`config.mk`:
```
export PLATFORM = sky130hd
export DESIGN_NAME = clock_period_monitor
export DESIGN_NICKNAME = d
export VERILOG_FILES = /design/src/rtl/clock_period_monitor.sv
export SDC_FILE = /design/constraint.sdc
export NUM_CORES = 1
export LEC_CHECK = 0
export ABC_AREA = 1
export BUFFER_PORTS_ARGS = -buffer_cell sky130_fd_sc_hd__buf_2
export CAP_MARGIN = 20
export CORE_ASPECT_RATIO = 2
export CORE_UTILIZATION = 53
export DETAILED_ROUTE_END_ITERATION = 10
export PLACE_DENSITY = 0.7
export SETUP_SLACK_MARGIN = 0.05
export SYNTH_ARGS = -nofsm -noshare
export SYNTH_HDL_FRONTEND = slang
export SYNTH_SLANG_ARGS = --single-unit
```
`constraint.sdc`:
```
create_clock -name clock_in -period 4.2 [get_ports clock_in]
set_clock_uncertainty 0.15 [all_clocks]
set_input_delay 0.21 -clock clock_in [delete_from_list [all_inputs] [get_ports clock_in]]
set_output_delay 0.21 -clock clock_in [all_outputs]
set_load 0.1 [all_outputs]
```
`src/rtl/clock_period_monitor.sv`:
```
// clock_period_monitor: measures the rising-to-rising period (and optionally
// the high time) of a slow asynchronous clock-like input in system clock
// cycles, flags in-tolerance measurements, declares lock after LOCK_COUNT
// consecutive good periods and reports a stall when edges stop arriving.
// Optional feature macro: CLOCK_PERIOD_MONITOR_DUTY_EN (high-time
// measurement and 50% duty check folded into in_tol).
module clock_period_monitor #(
  parameter int unsigned      CNT_W           = 28,
  parameter logic [CNT_W-1:0] EXPECTED_PERIOD = CNT_W'(2),
  parameter logic [CNT_W-1:0] TOLERANCE       = CNT_W'(0),
  parameter int unsigned      LOCK_COUNT      = 4
) (
  input  logic             clock_in,
  input  logic             reset,
  input  logic             sig_in,
  output logic [CNT_W-1:0] period,
  output logic [CNT_W-1:0] high_time,
  output logic             meas_valid,
  output logic             in_tol,
  output logic             locked,
  output logic             stalled
);

  localparam int unsigned      MATCH_W   = 4;
  localparam logic [CNT_W-1:0] CNT_MAX   = '1;
  localparam logic [CNT_W:0]   STALL_LIM = {EXPECTED_PERIOD, 1'b0} + {1'b0, TOLERANCE};
  localparam logic [MATCH_W-1:0] LOCK_TGT = MATCH_W'(LOCK_COUNT);

  typedef enum logic [1:0] {
    WAIT_EDGE,
    MEASURE,
    LOCKED
  } state_e;

  state_e             state_q;
  logic               s1_q, s2_q, s3_q;
  logic [CNT_W-1:0]   per_cnt_q, per_cnt_d;
  logic [MATCH_W-1:0] match_cnt_q;
  logic [MATCH_W-1:0] match_inc_c;
  logic [CNT_W-1:0]   period_q;
  logic               meas_valid_q, in_tol_q, locked_q, stalled_q;
  logic               rise_c, stall_c, meas_ok_c;
  logic [CNT_W-1:0]   per_diff_c;
  logic [CNT_W-1:0]   hi_val_c;

  assign rise_c      = s2_q & ~s3_q;
  assign stall_c     = {1'b0, per_cnt_q} > STALL_LIM;
  assign match_inc_c = match_cnt_q + MATCH_W'(1);

  // Period counter next value: restart on a rising edge, otherwise saturate
  always_comb begin
    per_cnt_d = per_cnt_q;
    if (rise_c) begin
      per_cnt_d = CNT_W'(1);
    end else if (per_cnt_q != CNT_MAX) begin
      per_cnt_d = per_cnt_q + CNT_W'(1);
    end
  end

  // Absolute period deviation, computed without going negative
  always_comb begin
    per_diff_c = '0;
    if (per_cnt_q >= EXPECTED_PERIOD) begin
      per_diff_c = per_cnt_q - EXPECTED_PERIOD;
    end else begin
      per_diff_c = EXPECTED_PERIOD - per_cnt_q;
    end
  end

`ifdef CLOCK_PERIOD_MONITOR_DUTY_EN
  logic [CNT_W-1:0] hi_acc_q, hi_acc_d;
  logic [CNT_W-1:0] high_time_q;
  logic [CNT_W-1:0] half_c;
  logic [CNT_W-1:0] hi_diff_c;

  assign half_c    = per_cnt_q >> 1;
  assign hi_val_c  = hi_acc_q;
  assign high_time = high_time_q;

  // High-time accumulator next value: restart on rise, count high cycles
  always_comb begin
    hi_acc_d = hi_acc_q;
    if (rise_c) begin
      hi_acc_d = CNT_W'(1);
    end else if (s2_q && (hi_acc_q != CNT_MAX)) begin
      hi_acc_d = hi_acc_q + CNT_W'(1);
    end
  end

  // Duty deviation from half the period (rounded down) gates the tolerance
  always_comb begin
    hi_diff_c = '0;
    if (hi_acc_q >= half_c) begin
      hi_diff_c = hi_acc_q - half_c;
    end else begin
      hi_diff_c = half_c - hi_acc_q;
    end
    meas_ok_c = (per_diff_c <= TOLERANCE) && (hi_diff_c <= TOLERANCE);
  end

  // High-time accumulator and its captured measurement
  always_ff @(posedge clock_in) begin
    if (reset) begin
      hi_acc_q    <= '0;
      high_time_q <= '0;
    end else begin
      hi_acc_q <= hi_acc_d;
      if (rise_c && (state_q != WAIT_EDGE)) begin
        high_time_q <= hi_val_c;
      end
    end
  end
`else
  assign hi_val_c  = '0;
  assign high_time = '0;

  // Without the duty feature only the period decides tolerance
  always_comb begin
    meas_ok_c = (per_diff_c <= TOLERANCE);
  end
`endif

  // Synchronizer, period counter, measurement capture and lock/stall FSM
  always_ff @(posedge clock_in) begin
    if (reset) begin
      s1_q         <= 1'b0;
      s2_q         <= 1'b0;
      s3_q         <= 1'b0;
      per_cnt_q    <= '0;
      match_cnt_q  <= '0;
      period_q     <= '0;
      meas_valid_q <= 1'b0;
      in_tol_q     <= 1'b0;
      locked_q     <= 1'b0;
      stalled_q    <= 1'b0;
      state_q      <= WAIT_EDGE;
    end else begin
      s1_q         <= sig_in;
      s2_q         <= s1_q;
      s3_q         <= s2_q;
      per_cnt_q    <= per_cnt_d;
      meas_valid_q <= 1'b0;

      if (rise_c) begin
        stalled_q <= 1'b0;
      end

      if (rise_c && (state_q != WAIT_EDGE)) begin
        period_q     <= per_cnt_q;
        meas_valid_q <= 1'b1;
        in_tol_q     <= meas_ok_c;
      end

      case (state_q)
        WAIT_EDGE: begin
          if (rise_c) begin
            state_q <= MEASURE;
          end
        end
        MEASURE: begin
          if (rise_c) begin
            if (meas_ok_c) begin
              match_cnt_q <= match_inc_c;
              if (match_inc_c >= LOCK_TGT) begin
                locked_q <= 1'b1;
                state_q  <= LOCKED;
              end
            end else begin
              match_cnt_q <= '0;
            end
          end else if (stall_c) begin
            stalled_q   <= 1'b1;
            locked_q    <= 1'b0;
            match_cnt_q <= '0;
            state_q     <= WAIT_EDGE;
          end
        end
        LOCKED: begin
          if (rise_c) begin
            if (!meas_ok_c) begin
              match_cnt_q <= '0;
              locked_q    <= 1'b0;
              state_q     <= MEASURE;
            end
          end else if (stall_c) begin
            stalled_q   <= 1'b1;
            locked_q    <= 1'b0;
            match_cnt_q <= '0;
            state_q     <= WAIT_EDGE;
          end
        end
        default: begin
          state_q <= WAIT_EDGE;
        end
      endcase
    end
  end

  assign period     = period_q;
  assign meas_valid = meas_valid_q;
  assign in_tol     = in_tol_q;
  assign locked     = locked_q;
  assign stalled    = stalled_q;

endmodule

```
==> results of run 1 <==
[registers in the layout, indices dropped and copies added (netlist names)]
signal	cells
per_cnt_q	28
period	28
match_cnt_q	4
state_q	2
in_tol	1
locked	1
meas_valid	1
s1_q	1
s2_q	1
s3_q	1
stalled	1
[critical path: cells and delay by family, from the launching register on]
family | cells | cell delay (ns)
buffers and inverters | 1 | 0.06
and+or+nand+nor | 14 | 2.21
DFF | 1 | 0.61
AOI/OAI and AO/OA | 1 | 0.12
[how the worst min path moves through the flow]
stage / to / cells after the start
after floorplan: s1_q / 2
after global placement: s2_q / 2
after detailed placement: s2_q / 2
after CTS: s2_q / 2
after global routing: s3_q / 2
final: s2_q / 2
[report_power, final]
group / switching, mW / leakage, nW / internal (mW) / total (mW)
Sequential: 0.0314 / 0.559 / 0.700 / 0.732
Combinational: 0.773 / 2.23 / 0.220 / 0.993
Clock: 0.307 / 0.143 / 0.465 / 0.771
[cell families (layout without fill, tap and decap cells)]
kind of cell / count (synthesis) / count (layout) / synth area share [%]
other cells: 1 / 28 / 0.0720
xor+xnor: 27 / 27 / 4.54
compound gates: 99 / 99 / 10.0
fa+ha+maj: 11 / 11 / 2.64
buf+inv: 190 / 184 / 17.0
simple gates: 458 / 458 / 39.2
flops: 69 / 69 / 26.5
[Yosys cell counts (2+ instances only)]
| master | number | area share [%] |
|---|---|---|
| clkbuf_1 | 11 | 0.79 |
| nor4_1 | 2 | 0.24 |
| dfxtp_1 | 69 | 27 |
| nor2_8 | 2 | 0.77 |
| buf_6 | 6 | 1.3 |
| or2_2 | 2 | 0.24 |
| nand2_1 | 232 | 17 |
| a21oi_1 | 43 | 4.1 |
| nor3_1 | 11 | 1.1 |
| nand3_1 | 59 | 5.7 |
| nor3_2 | 2 | 0.38 |
| ha_1 | 11 | 2.6 |
| xor2_1 | 26 | 4.4 |
| a31oi_1 | 2 | 0.24 |
| o21ai_0 | 46 | 4.4 |
| nand2_2 | 4 | 0.48 |
| nand4_1 | 18 | 2.2 |
| nor2_4 | 6 | 1.3 |
| nand3_2 | 4 | 0.77 |
| nor2_1 | 103 | 7.4 |
| buf_4 | 30 | 4.3 |
| nand2_4 | 3 | 0.65 |
| inv_1 | 130 | 9.4 |
| buf_2 | 11 | 1.1 |
| nor2_2 | 6 | 0.72 |
[final cells by class]
| type | instances | share of cell area (%) |
|---|---|---|
| Clock inverter | 6 | 1.30 |
| Sequential cell | 69 | 24.8 |
| Multi-Input combinational cell | 623 | 54.6 |
| Timing Repair Buffer | 37 | 3.50 |
| Clock buffer | 10 | 4.11 |
| Tap cell | 130 | 2.92 |
| Inverter | 131 | 8.82 |
[layout by cell type, fill, tap and decap left out, drive strengths merged, types with 2 or more instances in the layout]
master,instances
a21oi,43
a31oi,2
buf,36
clkbuf,10
clkinv,3
conb,28
dfxtp,69
ha,11
inv,132
nand2,239
nand3,63
nand4,18
nor2,117
nor3,13
nor4,3
o21ai,46
or2,2
xor2,26
[layer usage]
metal | vias up | wire [µm] | global-route usage [%]
met1 | 2417 | 5950 | 33.9
li1 | 2635 | - | -
met2 | 194 | 9130 | 63.3
met3 | 69 | 800 | 4.96
met5 | - | 0 | 0
met4 | 0 | 1300 | 28.4
[through the flow]
| stage | setup slack (ns) | area, µm² | utilization, % | total power, mW |
|---|---|---|---|---|
| finish | 0.959 | 5580 | 59.0 | 2.50 |
| global route | 0.728 | 5580 | 59.0 | 2.60 |
| CTS | 1.00 | 5580 | 59.0 | 2.49 |
| detailed placement | 1.02 | 5260 | 55.7 | 1.72 |
| global placement | 1.00 | 5260 | 55.7 | 1.71 |
| floorplan | 1.78 | 5310 | - | 1.57 |
==> results.sh, run 1 <==
export IMPL_seq_area_mm2=0.00138
export IMPL_dieHeight_um=142
export IMPL_clock_sinks=69
export IMPL_ios=63
export IMPL_relSlewSlack_pct=36.5
export IMPL_synth_warnings=0
export IMPL_start_util_pct=55.1
export IMPL_ys_seq_area_share_pct=26.5
export IMPL_port_buffers=34
export IMPL_path_class="flop to flop"
export IMPL_hold_path_class="input port to flop"
export IMPL_synth_edf_count=0
export IMPL_nets=885
export IMPL_n_antenna_cell=0
export IMPL_grt_start_max_net_pins=60
export IMPL_multi_input_area_mm2=0.00304
export IMPL_worst_r2r_cell_count=16
export IMPL_cts_inserted_buffers=9
export IMPL_ant_nets=0
export IMPL_fp_dieW_um=72.1
export IMPL_drc_errors=0
export IMPL_rrSetupSlack_ns=0.96
export IMPL_gr_total_overflow=0
export IMPL_drt_first_iter_violations=376
export IMPL_worst_pin_slew_ns=0.945
export IMPL_crit_slowest_cell="dfxtp_1"
export IMPL_critPathLaunchType="flop"
export IMPL_r2r_end="match_cnt_q[3]"
export IMPL_layout_min_cycle_time_ns=3.24
export IMPL_antenna_found_initial=0
export IMPL_row_count=50
export IMPL_ctsResizeCount=0
export IMPL_ys_ff_latch=69
export IMPL_startpoint="per_cnt_q[16]"
export IMPL_syn_inst=855
export IMPL_setup_tns_ns=0
export IMPL_die_area_mm2=0.0102
export IMPL_grt_pass1_wl_um=26400
export IMPL_cts_hold_buf=1
export IMPL_finalHoldViolations=0
export IMPL_drv_cap=0
export IMPL_fillers=964
export IMPL_p_per_area_mw_per_mm2=448
export IMPL_critPathMaxStageDelay_ns=0.61
export IMPL_ir_worst_vdd_mv=0.308
export IMPL_cp_max_fo=29
export IMPL_vias_per_cell=5.28
export IMPL_route_vias_total=5315
export IMPL_worstPathArrival_ns=3.37
export IMPL_rsz0062_at_grt="false"
export IMPL_hold_start="reset"
export IMPL_crit_end="match_cnt_q[3]"
export IMPL_grt_pass1_vias=5172
export IMPL_holdWs_ns=0.0372
export IMPL_timing_final_crit_share_pct=77.2
export IMPL_totalWireLength_um=17200
export IMPL_yosysUniqueCellTypes=41
export IMPL_power_leakage_nw=2.93
export IMPL_slew_viol_final=0
export IMPL_synthesis_area_mm2=0.00521
export IMPL_crit_required_ns=4.33
export IMPL_cts_tree="built"
export IMPL_place_inst=989
export IMPL_fp_coreArea_mm2=0.00945
export IMPL_insertion_delay_ns=0.35
export IMPL_cp_cell_sequence="nor2_1 -> nand2_1 -> nor2_4 -> nand2_1 -> inv_2 -> nand2_4 -> nand2_2 -> nand2_1 -> nand2_1 -> nor3_1 -> nand3_1 -> nor2_1 -> nand3_1 -> nand3_1 -> nand2_1 -> a21oi_1"
export IMPL_dp_hpwl_um=13800
export IMPL_r2r_start="per_cnt_q[16]"
export IMPL_status="completed"
export IMPL_cpMostUsedCell="nand2_1"
export IMPL_ys_async_sr_fraction_pct=0
export IMPL_clockRootBuffer="clkbuf_16"
export IMPL_final_layout_size_suffix_gt1_share_pct=9.36
export IMPL_ys_flop_type="dfxtp_1"
export IMPL_crit_path_end_kind="flop"
export IMPL_post_cts_setup_buffers=0
export IMPL_fin_cells=1006
export IMPL_synth_area_per_cell_um2=6.09
export IMPL_cts_path_max_buffers=2
export IMPL_wl_per_cell_um=17.1
export IMPL_setup_violations=0
export IMPL_gp_congestion=1.11
export IMPL_syn_to_final_growth_pct=7.06
export IMPL_fmax_mhz=309
export IMPL_dr_pass1_iters=6
export IMPL_clk_pin_slew_ns=0.06
export IMPL_h_tree_depth=3
export IMPL_grtUsageTotal_pct=35.0
No activity file was read; power rests on OpenSTA's default activity.
==> inputs of run 2 (changes only) <==
Clock period 4.2 ns to 3.3 ns, I/O delays scaled along.
==> run 2 against run 1 <==
  * Clock power grew 34%
  * Critical path depth shrank 5
  * Setup slack lost 0.71 ns
  * Cell count grew 1.4%
  * Non-clock buffer count grew 15
  * Largest cell class unchanged
  * Highest routed layer unchanged
==> results.sh, run 2 (synthesized netlist as in run 1, its figures left out) <==
export IMPL_status="completed"
export IMPL_clock_sinks=69
export IMPL_antenna_found_initial=0
export IMPL_setup_violations=0
export IMPL_nets=900
export IMPL_relSlewSlack_pct=36.9
export IMPL_finalHoldViolations=0
export IMPL_totalWireLength_um=17100
export IMPL_fillers=986
export IMPL_dp_hpwl_um=13800
export IMPL_dieHeight_um=142
export IMPL_power_leakage_nw=3.02
export IMPL_h_tree_depth=3
export IMPL_syn_to_final_growth_pct=9.73
export IMPL_path_class="flop to flop"
export IMPL_ios=63
export IMPL_grtUsageTotal_pct=35.7
export IMPL_cts_tree="built"
export IMPL_drt_first_iter_violations=332
export IMPL_p_seq_share_pct=28.9
export IMPL_combPwrFrac_pct=39.2
export IMPL_layout_commonest_cell="nand2_1"
export IMPL_p_per_area_mw_per_mm2=565
export IMPL_worst_pin_slew_ns=0.947
export IMPL_layout_common_cells="nand2_1, inv_1, nor2_1"
export IMPL_hold_path_class="flop to flop"
export IMPL_n_antenna_cell=0
export IMPL_ant_nets=0
export IMPL_grt_pass1_wl_um=27500
export IMPL_wl_per_cell_um=16.8
export IMPL_port_buffers=34
export IMPL_holdWs_ns=0.266
export IMPL_cts_path_max_buffers=2
export IMPL_setup_tns_ns=0
export IMPL_worstPathArrival_ns=3.19
export IMPL_cp_max_fo=8
export IMPL_clockRootBuffer="clkbuf_16"
export IMPL_final_layout_size_suffix_gt1_share_pct=11.1
export IMPL_grt_pass1_vias=5488
export IMPL_fin_cells=1020
export IMPL_layout_min_cycle_time_ns=3.05
export IMPL_slew_viol_final=0
export IMPL_fp_coreArea_mm2=0.00945
export IMPL_row_count=50
export IMPL_cts_inserted_buffers=9
export IMPL_crit_required_ns=3.44
export IMPL_gr_total_overflow=0
export IMPL_design_power_total_mw=3.23
export IMPL_grt_start_max_net_pins=60
export IMPL_swShare_pct=43.0
export IMPL_critPathLaunchType="flop"
export IMPL_insertion_delay_ns=0.35
export IMPL_ir_worst_vdd_mv=0.376
export IMPL_post_cts_setup_buffers=0
export IMPL_start_util_pct=55.1
export IMPL_gp_congestion=1.01
export IMPL_timing_final_crit_share_pct=92.4
export IMPL_clk_pin_slew_ns=0.06
export IMPL_die_area_mm2=0.0102
export IMPL_rsz0062_at_grt="false"
export IMPL_vias_per_cell=5.31
export IMPL_dr_pass1_iters=5
export IMPL_p_int_mw=1.84
export IMPL_route_vias_total=5420
export IMPL_drv_cap=0
export IMPL_crit_path_end_kind="flop"
export IMPL_fp_dieW_um=72.1
export IMPL_switching_power_mw=1.39
export IMPL_place_inst=1003
export IMPL_fmax_mhz=328
export IMPL_p_clk_share_pct=31.9
export IMPL_drc_errors=0
-- run 2: cell types whose count changed in the layout (fill, tap and decap cells not counted), moves of 2 or more --
| cell | previous run | this run |
|---|---|---|
| buf_4 | 2 | 16 |
| clkinv_4 | 3 | 1 |
| nor2_2 | 6 | 8 |
| nor2_1 | 103 | 101 |
-- run 2: what timing repair did --
item | CTS | global route
endpoints found under the setup margin | 0 | 8
hold endpoints to repair | 2 | 0
resized for setup | 0 | 4
hold buffers | 2 | 0
-- run 2: path summary, 6_finish.rpt --
path	endpoint	slack (ns)	cells past startpoint	startpoint
setup reg to reg	per_cnt_q[20]	0.25	11	per_cnt_q[4]
setup / recovery	per_cnt_q[20]	0.25	11	per_cnt_q[4]
hold / removal	s2_q	0.27	2	s1_q
hold reg to reg	s2_q	0.27	2	s1_q
-- run 2: cell type report --
type	count	area, µm²	area share (%)
Inverter	131	492	8.61
Tap cell	130	163	2.85
Clock buffer	9	225	3.94
Sequential cell	69	1380	24.2
Clock inverter	6	88.8	1.55
Timing Repair Buffer	52	310	5.43
Multi-Input combinational cell	623	3050	53.4
-- run 2: worst max-delay path, cell delays in order (launching register included) --
cell     delay, ns
dfxtp_1       0.59
inv_1         0.22
nor3_2        0.37
inv_1         0.12
nor4_2        0.40
nand2_1       0.16
nor2_1        0.29
nand2_1       0.16
nor2_1        0.18
xor2_1        0.21
nand2_1       0.08
inv_1         0.06
-- run 2: power groups by stage --
stage / clock network, mW / registers [mW] / logic [mW]
6_report: 1.03 / 0.932 / 1.26
5_1_grt: 1.08 / 0.938 / 1.37
4_1_cts: 1.04 / 0.931 / 1.25
3_5_place_dp: 0 / 0.949 / 1.24
3_3_place_gp: 0 / 0.946 / 1.23
2_1_floorplan: 0 / 1.23 / 0.761
-- run 2: per-layer routing --
metal / track usage [%] / routed length, µm / up-vias
met5: 0 / 0 / -
met4: 27.7 / 1360 / 0
met3: 6.94 / 847 / 88
met2: 64.1 / 8970 / 222
met1: 34.7 / 5940 / 2441
li1: - / - / 2669
-- run 2: through the flow --
step	util, %	area [µm²]	setup WS [ns]
after floorplan	-	5310	0.882
after global placement	56.8	5370	0.378
after detailed placement	56.8	5370	0.286
after CTS	60.4	5700	0.246
after global routing	60.5	5710	0.0544
final	60.5	5710	0.249
==> inputs of run 3 (changes only) <==
Settings changed: ABC_AREA 1 to default, CTS_CLUSTER_SIZE from default to 24, PLACE_DENSITY 0.7 to 0.71.
==> run 3 against run 2 <==
  * The run now ends with setup timing left
  * Total power down 26%
  * Critical path depth down 1
  * Die area down 23%
  * Via count down 23%
  * Cell count down 28%
  * Register-to-register slack worse by 0.83 ns
  * Setup slack worse by 0.83 ns
  * Routed wire length down 22%
  * Sequential share of layout area up 1.9 points
  * Clock power down 6%
  * Highest routed layer unchanged
==> results.sh, run 3 <==
export IMPL_yosys_area_share_simple_pct=30.2
export IMPL_synth_warnings=0
export IMPL_dpl_cell_area_mm2=0.00479
export IMPL_slew_viol_final=0
export IMPL_start_util_pct=55.2
export IMPL_critPathLaunchType="flop"
export IMPL_hold_path_class="input port to flop"
export IMPL_finalHoldViolations=0
export IMPL_row_count=44
export IMPL_crit_slowest_cell="or4b_4"
export IMPL_totalWireLength_um=13300
export IMPL_clockRootBuffer="clkbuf_16"
export IMPL_vias_per_cell=5.73
export IMPL_synth_mux_area_share_pct=1.03
export IMPL_fin_area_mm2=0.00530
export IMPL_port_buffers=34
export IMPL_syn_to_final_growth_pct=32.2
export IMPL_gr_total_overflow=0
export IMPL_route_vias_total=4197
export IMPL_yosys_area_top_type_share_pct=34.4
export IMPL_worst_path_buf_inv=0
export IMPL_grt_pass1_vias=4077
export IMPL_synth_compound_area_share_pct=14.4
export IMPL_insertion_delay_ns=0.35
export IMPL_drv_cap=0
export IMPL_dp_hpwl_um=10000
export IMPL_ys_async_sr_fraction_pct=0
export IMPL_synth_top_family_by_area="simple AND/OR/NAND/NOR gates"
export IMPL_layout_common_cells="buf_4, nand2_1, dfxtp_1"
export IMPL_ir_worst_vdd_mv=0.372
export IMPL_yosysUniqueCellTypes=58
export IMPL_rsz0062_at_grt="true"
export IMPL_clock_sinks=69
export IMPL_synthesis_area_mm2=0.00401
export IMPL_crit_path_end_kind="flop"
export IMPL_layout_min_cycle_time_ns=3.88
export IMPL_timing_final_crit_share_pct=118
export IMPL_grt_pass1_wl_um=20200
export IMPL_ys_seq_area_share_pct=34.4
export IMPL_fmax_mhz=258
export IMPL_antenna_found_initial=0
export IMPL_crit_required_ns=3.43
export IMPL_synth_area_leaders="dfxtp_1, nand2_1, a21oi_1, buf_4, nor2_1"
export IMPL_power_leakage_nw=2.32
export IMPL_cp_max_fo=3
export IMPL_fp_dieW_um=63.5
export IMPL_synth_area_per_cell_um2=7.66
export IMPL_ant_nets=0
export IMPL_worst_pin_slew_ns=0.824
export IMPL_cp_top_family="simple AND/OR/NAND/NOR gates"
export IMPL_grtUsageTotal_pct=33.8
export IMPL_place_ws_ns=-0.670
export IMPL_gp_congestion=1.08
export IMPL_synth_most_common_cell="nand2_1"
export IMPL_clk_pin_slew_ns=0.06
export IMPL_critPathMaxStageDelay_ns=0.53
export IMPL_layout_commonest_cell="buf_4"
export IMPL_setup_tns_ns=-2.95
export IMPL_grt_start_max_net_pins=45
export IMPL_dieHeight_um=125
export IMPL_worstPathArrival_ns=4.01
export IMPL_setup_violations=8
export IMPL_syn_inst=524
export IMPL_ios=63
export IMPL_ys_flop_type="dfxtp_1"
export IMPL_nets=649
export IMPL_synth_edf_count=0
export IMPL_relSlewSlack_pct=45.1
export IMPL_n_antenna_cell=0
export IMPL_fp_coreArea_mm2=0.00727
export IMPL_design_power_total_mw=2.38
export IMPL_final_layout_size_suffix_gt1_share_pct=29.2
export IMPL_h_tree_depth=3
export IMPL_synth_commonest_cells="nand2_1, dfxtp_1, a21oi_1"
export IMPL_cts_tree="built"
export IMPL_ys_ff_latch=69
export IMPL_final_setup_worst_slack_ns=-0.579
export IMPL_dr_pass1_iters=4
export IMPL_p_per_area_mw_per_mm2=449
export IMPL_cts_path_max_buffers=2
export IMPL_drc_errors=0
export IMPL_die_area_mm2=0.00794
export IMPL_path_class="flop to flop"
export IMPL_status="finished, violations left"
export IMPL_failed_checks="setup timing"
export IMPL_drt_first_iter_violations=273
export IMPL_cts_inserted_buffers=9
export IMPL_synthAdderAreaFrac_pct=3.43
export IMPL_wl_per_cell_um=18.1
export IMPL_yosysTopAreaCell="dfxtp_1"
export IMPL_synth_xor_area_share_pct=6.11
export IMPL_fin_cells=732
export IMPL_cp_cell_sequence="or3_4 -> or4b_4 -> or3_4 -> a2111oi_4 -> nor2_1 -> a2111oi_2 -> nand4_1 -> or3b_4 -> or4_1 -> nand4_1"
export IMPL_place_inst=708
## run 3: cell types whose count changed in the layout (fill, tap and decap cells not counted), sizes merged, moves of 36 or more
cell | previous run | this run
nand2 | 239 | 73
buf | 50 | 135
nand3 | 63 | 22
o21ai | 46 | 10
nor2 | 117 | 50
inv | 131 | 17
## run 3: cell families after synthesis
group | Yosys count
and+or+nand+nor | 238
AOI/OAI and AO/OA | 95
buffers and inverters | 78
DFF | 69
xor gates and xnor gates | 28
adders and majority gates | 11
muxes | 4
other | 1
## run 3: final cells by class
cell class	instances	area (µm²)
Timing Repair Buffer	136	977
Inverter	15	56.3
Clock buffer	9	225
Fill cell	603	1960
Multi-Input combinational cell	404	2470
Sequential cell	69	1380
Clock inverter	7	73.8
Tap cell	92	115
## run 3: what timing repair did
item	4_1_cts	5_1_grt
resized for setup	22	12
pin swaps	12	10
cloned	0	0
endpoints found under the setup margin	8	8
setup buffers	5	2
hold buffers	1	0
endpoints found under the hold margin	1	0
## run 3: path summary, 6_finish.rpt
| check | start | endpoint | slack [ns] | cells after the start |
|---|---|---|---|---|
| setup / recovery | per_cnt_q[17] | state_q[1] | -0.58 | 10 |
| hold / removal | reset | meas_valid | 0.26 | 2 |
| setup reg to reg | per_cnt_q[17] | state_q[1] | -0.58 | 10 |
| hold reg to reg | period[3] | period[3] | 0.30 | 2 |
## run 3: per-layer routing
layer | up-vias | share of wire, % | wire length, µm | global-route usage, %
met1 | 1965 | 35 | 4700 | 33.4
met5 | - | 0 | 0 | 0
li1 | 1990 | - | - | -
met3 | 70 | 4.3 | 574 | 7.12
met4 | 0 | 8.9 | 1180 | 28.9
met2 | 172 | 51 | 6810 | 57.9
## run 3: stage by stage
| step | hold WS, ns | util, % |
|---|---|---|
| floorplan | 0.143 | - |
| global placement | 0.246 | 65.9 |
| detailed placement | 0.266 | 65.9 |
| CTS | 0.252 | 72.1 |
| global route | 0.314 | 73.0 |
| finish | 0.257 | 73.0 |
## run 3: power breakdown
group,internal (mW),switching [mW],total [mW],leakage [nW]
clock network,0.588,0.380,0.967,0.146
registers,0.842,0.00935,0.851,0.558
logic,0.208,0.353,0.561,1.62
total,1.64,0.742,2.38,2.32
## run 3: worst register-to-register path, cell delays in order (launching register included)
cell and delay [ns]:
dfxtp_2 0.31, or3_4 0.41, or4b_4 0.53, or3_4 0.44, a2111oi_4 0.32, nor2_1 0.09
a2111oi_2 0.39, nand4_1 0.20, or3b_4 0.44, or4_1 0.41, nand4_1 0.11
